## config.mk

```make
export PLATFORM = sky130hd
export DESIGN_NAME = sra_32_iter
export DESIGN_NICKNAME = d
export VERILOG_FILES = /design/src/rtl/sra_32_iter.sv
export SDC_FILE = /design/constraint.sdc
export NUM_CORES = 1
export LEC_CHECK = 0
export CAP_MARGIN = 0
export CORE_AREA = 10 10 100 102
export DETAILED_ROUTE_END_ITERATION = 8
export DIE_AREA = 0 0 110 112
export HOLD_SLACK_MARGIN = 0.08
export PLACE_DENSITY_LB_ADDON = 0.2
export SLEW_MARGIN = 20
export SYNTH_ARGS = -nofsm -noshare
export SYNTH_HDL_FRONTEND = slang
export SYNTH_SLANG_ARGS = --single-unit
```

## constraint.sdc

```tcl
create_clock -name clock -period 3.6 [get_ports clock]
set_input_delay 0.72 -clock clock [delete_from_list [all_inputs] [get_ports clock]]
set_output_delay 0.72 -clock clock [all_outputs]
set_load 0.1 [all_outputs]
```

## src/rtl/sra_32_iter.sv

```systemverilog
// rtl/sra_32_iter.sv - iterative 32-bit right shifter, five log-steps, fixed 5-cycle latency
// Optional sign fill is compiled in with SRA_32_ITER_ARITH_EN.
module sra_32_iter (
    input  logic        clock,
    input  logic        reset_n,
    input  logic [31:0] data_operandA,
    input  logic [4:0]  shamt,
    input  logic        arith,
    input  logic        in_valid,
    output logic        in_ready,
    output logic [31:0] out,
    output logic        out_valid,
    input  logic        out_ready,
    output logic        busy
);

    typedef enum logic [1:0] {
        S_IDLE  = 2'd0,
        S_SHIFT = 2'd1,
        S_DONE  = 2'd2
    } state_t;

    state_t      state_q, state_d;
    logic [2:0]  cnt_q, cnt_d;
    logic [31:0] work_q, work_d;
    logic [4:0]  shamt_q, shamt_d;
    logic        fill_q, fill_d;
    logic        rdy_en_q, rdy_en_d;

    logic [4:0]  step_amt;
    logic [31:0] shifted;

    always_ff @(posedge clock or negedge reset_n) begin
        if (!reset_n) begin
            state_q  <= S_IDLE;
            cnt_q    <= 3'd0;
            work_q   <= 32'd0;
            shamt_q  <= 5'd0;
            fill_q   <= 1'b0;
            rdy_en_q <= 1'b0;
        end else begin
            state_q  <= state_d;
            cnt_q    <= cnt_d;
            work_q   <= work_d;
            shamt_q  <= shamt_d;
            fill_q   <= fill_d;
            rdy_en_q <= rdy_en_d;
        end
    end

    // Stage k moves by 16>>k, so the five stages together cover any 0..31 amount.
    always_comb begin
        step_amt = 5'd16 >> cnt_q;
        shifted  = (work_q >> step_amt) | ({32{fill_q}} & ~(32'hFFFF_FFFF >> step_amt));
    end

    always_comb begin
        state_d  = state_q;
        cnt_d    = cnt_q;
        work_d   = work_q;
        shamt_d  = shamt_q;
        fill_d   = fill_q;
        rdy_en_d = 1'b1;
        case (state_q)
            S_IDLE: begin
                if (in_valid && in_ready) begin
                    work_d  = data_operandA;
                    shamt_d = shamt;
`ifdef SRA_32_ITER_ARITH_EN
                    fill_d  = arith & data_operandA[31];
`else
                    fill_d  = arith & 1'b0;
`endif
                    cnt_d   = 3'd0;
                    state_d = S_SHIFT;
                end
            end
            S_SHIFT: begin
                if (shamt_q[3'd4 - cnt_q]) begin
                    work_d = shifted;
                end
                cnt_d = cnt_q + 3'd1;
                if (cnt_q == 3'd4) begin
                    state_d = S_DONE;
                end
            end
            S_DONE: begin
                if (out_ready) begin
                    state_d = S_IDLE;
                end
            end
            default: state_d = S_IDLE;
        endcase
    end

    // rdy_en_q keeps in_ready low until the first edge after reset release.
    assign in_ready  = rdy_en_q && (state_q == S_IDLE);
    assign out       = work_q;
    assign out_valid = (state_q == S_DONE);
    assign busy      = (state_q != S_IDLE);

endmodule
```

* Word level (Yosys, flattened, before mapping) *
Cells that the tools add are included.

word-level totals
  output and inout bits = 35
  input bits = 42
  word-level logic and storage cells = 37
  register bits after elaboration = 43

cells by class
  order comparisons = 1
  muxes and demuxes = 11
  shift operators = 2
  $add $sub $neg = 2
  reductions and logical operators = 9
  equality and inequality tests = 7

operators with widths
  operator                                                                      number
  32-bit two-way mux                                                            2
  32-bit case mux with 2 select lines                                           1
  32-bit by 5-bit >> shifter with 32-bit output                                 1
  2-bit two-way mux                                                             3
  2-bit != test, second input constant                                          3
  2-bit case mux with 3 select lines                                            1
  3-bit case mux with 2 select lines                                            1
  3-bit AND reduction                                                           2
  5-bit by 3-bit >> shifter with 5-bit output, first input constant             1
  3-bit by 4-bit less-than comparator with 1-bit output, second input constant  1
  2-bit AND reduction                                                           2
  2-bit nonzero test                                                            2
  3-bit by 1-bit adder with 3-bit output, second input constant                 1
  1-bit binary-select mux with 3-bit select                                     1
  3-bit equality test, second input constant                                    1
  3-bit two-way mux                                                             1
  3-bit subtractor, first input constant                                        1
  2-bit by 1-bit equality test with 1-bit output, second input constant         1
  2-bit equality test, second input constant                                    1
  1-bit logical AND                                                             2
  2-bit logical NOT                                                             1
  2-bit by 1-bit != test with 1-bit output, second input constant               1
  1-bit two-way mux                                                             1

* Longest topological paths before layout *
  word-level depth = 5
  depth in mapped cells = 11
  depth with buffers taken out = 8

* Least setup slack after synthesis *
No wires, ideal clock.

  path kind = register to output
  start = reg state_q[1]
  end = out in_ready
  required time = 2.880 ns
  arrival = 2.376 ns
  path slack = 0.504 ns
  stages on the path, launching flop included = 4
  path buffers = 1
  cells stage by stage = dfrtp_1 clkbuf_1 or2_2 nor2_1

between the ends
  longest elaborated chain between the ends = 2

RTL lines
  what                    RTL line  source
  from (decl)             23        state_t state_q, state_d;
  from (signal assigned)  42        state_q <= state_d;
  2-bit logical NOT       97        assign in_ready = rdy_en_q && (state_q == S_IDLE);
  1-bit logical AND       97
  to (decl)               10        output logic in_ready,

No other way between the ends.

* Final worst setup path *
  start = reg cnt_q[2]
  end = reg work_q[8] (netlist: out[8])

between the ends
  longest elaborated chain between the ends = 5
  elaborated cells on any way between the ends = 9
  those cells by class = add/sub (1); eq/ne (1); shift (2); mux (4); reduce/logical (1)

RTL lines
  what                                       RTL line  source
  from (decl)                                24        logic [2:0] cnt_q, cnt_d;
  from (signal assigned)                     43        cnt_q <= cnt_d;
  3-bit subtractor                           79        if (shamt_q[3'd4 - cnt_q]) begin
  1-bit binary-select mux with 3-bit select  79
  1-bit two-way mux (implied by the code)    79
  2-bit != test (no source line)             --
  3-bit AND reduction (no source line)       --
  to (signal assigned)                       44        work_q <= work_d;
  to (decl)                                  25        logic [31:0] work_q, work_d;

Parallel ways exist; a longest one is shown, timed or not. The select of a mux whose other input is x is not followed.
A chain may end at the register's enable or synchronous reset.

==> impl_results.md <==
- Status: complete, no violations
- Nets: 579
- CP Max Fanout: 10
- Row count: 33
- Worst path cell trace: inv_1 > ha_1 > mux4_1 > a32o_1 > nor4_1 > o21ai_0
- DP Wirelength: 12190 um
- R2R Path Start: cnt_q[2]
- Largest family of logic cells by synthesized area: compound AO/OA/AOI/OAI gates
- CTS tree: built
- WHS: 0.3873 ns
- Clock buffer count from CTS: 5
- Setup CP Type: flop to flop
- Post-synthesis compound-gate area fraction: 0.2293
- CP endpoint: out[8]
- Die Area: roughly 12000 um2
- DR iter-0 viols: 625
- Final setup vio count: 0
- Hold Path Class: input pin to asynchronous set/reset pin
- Slew HR: 0.3411
- CTS sink count: 43
- Post_cts resized: 0
- Worst slew pin tran: a little under 1 ns
- Post-Route Utilization: 0.6390
- ANT cells: 0
- Synth area leaders: dfrtp_1 (25%), mux2_2 (7.7%), mux4_2 (5.9%), mux4_1 (5.6%), o21ai_0 (3.8%)
- Final Hold Fails: 0
- Setup crit start kind: flop
- Worst Reg-to-Reg Cells: 6
- Library cells used by synthesis: 68
- Final number of max-transition violations: 0
- Largest net degree at the start of global routing: 44
- Deepest clock path buffer count: 2
- Worst setup path start: cnt_q[2]
- Ys flop type: dfrtp_1
- YS warnings: 0
- CTS clk-pin slew, worst paths: 0.10 ns
- Die X: between 100 and 150 um
- Max-cap violations: 0
- Worst path required time: approximately 3.8 ns
- Setup TNS: 0 ns
- Fin cells: 634
- H-tree depth: 2
- Gr usage total: 0.2570
- Post-synth EDFFs: 0
- Post-CTS Hold Fix Bufs: 0
- Layout cells sized above 1: 0.2042
- Buffers on Ports: 75
- Starting Density: 0.5246
- Avg Inst Size Synth: about 9.0 um2
- Clk_lat worst skew: 0.31 ns
- #FFs+latches synth: 43
- Post-synthesis sequential area ratio: 0.2547
- Simple-gate share of the synthesized area: 0.1869
- Placed Instances: 626
- Vias: 4435
- First-pass GRT wire length: 24720 um
- Vias in the first global route: 4220
- Adder-cell share of the synthesized area: 0.02666
- Asr flop ratio synth: 1.000
- Die Height: 112 um
- Reg-to-reg endpoint: out[8]
- Filler cells: 716
- RSZ-0062 raised after global routing: false
- Initial antenna violation count: 0
- Detailed Route WL: 16230 um
- Wire per inst: 25.59 um
- FMAX: 330.1 MHz
- Final Cycle Share: 0.8416
- Area grow syn2layout: 21.80%
- Commonest cells in the netlist: dfrtp_1 (43), nand2_1 (40), o21ai_0 (32)
- Most common cell in the netlist: dfrtp_1
- Crit path DAT: 3.21 ns
- Via density: ~7.0
- Post-synth top area cell: dfrtp_1
- Post-synthesis mux area share: 0.2239
- Syn nets: 518
- Share of the synthesized area in the top cell type: 0.2547
- Synthesized cell area: 4224 um2
- Post-route antenna net violation count: 0
- Xor/xnor share of the synthesized area: 0
- CTS Root Cell: clkbuf_8
- Setup Buffers After CTS: 0
- Post-synthesis cell count: 467
- Top Ports: 77
- Slowest stage delay, CP: 0.74 ns
- Global route overflow: 0
- Skew final: 0.009956 ns
- DRC viols: 0
- GP Congestion: around 0.96
- 1st-pass router iterations: 6
- Crit-path slowest cell: mux4_1
- Crit end category: flop
- Minimum clock period: roughly 3 ns
- Core Region: 8051 um2
- Reg2Reg Setup Slack: 0.57 ns
[logic make-up after synthesis]
family,after synthesis
fa+ha+maj,9
flops,43
mux,62
other cells,1
buf+inv,59
simple gates,158
compound gates,135
[how the worst min path moves through the flow]
| stage | from | endpoint | cells after the start |
|---|---|---|---|
| after detailed placement | shamt_q[4] | shamt_q[4] | 1 |
| after CTS | shamt_q[4] | shamt_q[4] | 1 |
| after global routing | reset_n | out[6] | 1 |
| after global placement | shamt_q[4] | shamt_q[4] | 1 |
| final | reset_n | out[26] | 1 |
| after floorplan | reset_n | cnt_q[0] | 0 |
[worst max-delay path, delay by kind of cell (launching register included)]
family,cells,cell delay (ns)
DFF,1,0.46
and+or+nand+nor,1,0.42
adders and majority gates,1,0.52
buffers and inverters,1,0.26
AOI/OAI and AO/OA,2,0.48
muxes,1,0.74
[routing by layer]
metal  up-vias  track usage  share of wire
li1       1954            -              -
met1      2122       0.3545           0.41
met2       311       0.3966           0.45
met3        48      0.04325           0.11
met4         0      0.08073          0.032
met5         -            0              0
[final cells by class]
class / instances / area (um2) / share of cell area
timing repair buffer: 103 / 935.9 / 0.1819
tap: 105 / 131.4 / 0.02554
sequential: 43 / 1076 / 0.2091
clock inverter: 3 / 67.56 / 0.01313
clock buffer: 5 / 68.82 / 0.01338
multi-input combinational: 365 / 2828 / 0.5496
inverter: 10 / 37.54 / 0.007296
[through the flow]
stage	setup WS, ns	instance area, um2
6_report	0.5703	5145
5_1_grt	0.4150	5145
4_1_cts	0.6268	5142
3_5_place_dp	0.6610	5006
3_3_place_gp	0.6620	5006
2_1_floorplan	0.5039	4224
[registers in the layout, indices dropped and copies added (netlist names)]
signal	cells
cnt_q	3
state_q	2
out	32
shamt_q	5
rdy_en_q	1
[cells in the final DEF, fill, tap and decap left out, drive strengths merged, types with 4 or more instances in the layout]
| master | instances |
|---|---|
| clkdlybuf4s50 | 60 |
| dfrtp | 43 |
| buf | 43 |
| nand2 | 40 |
| o21ai | 34 |
| nor2 | 31 |
| mux2 | 30 |
| nor3 | 24 |
| mux4 | 20 |
| nand3 | 15 |
| a31oi | 14 |
| mux2i | 12 |
| nor4 | 11 |
| inv | 10 |
| a21oi | 9 |
| a32oi | 9 |
| o22ai | 9 |
| o31ai | 9 |
| ha | 9 |
| nor2b | 8 |
| nand4 | 7 |
| a221oi | 6 |
| o211ai | 5 |
| clkbuf | 5 |
| o221ai | 5 |
| nand2b | 4 |
| o32ai | 4 |
| a211oi | 4 |
| or2 | 4 |
Power is left out: the tool's default activity adds up to more than one toggle a clock period on the data nets, which glitch-free logic cannot reach.
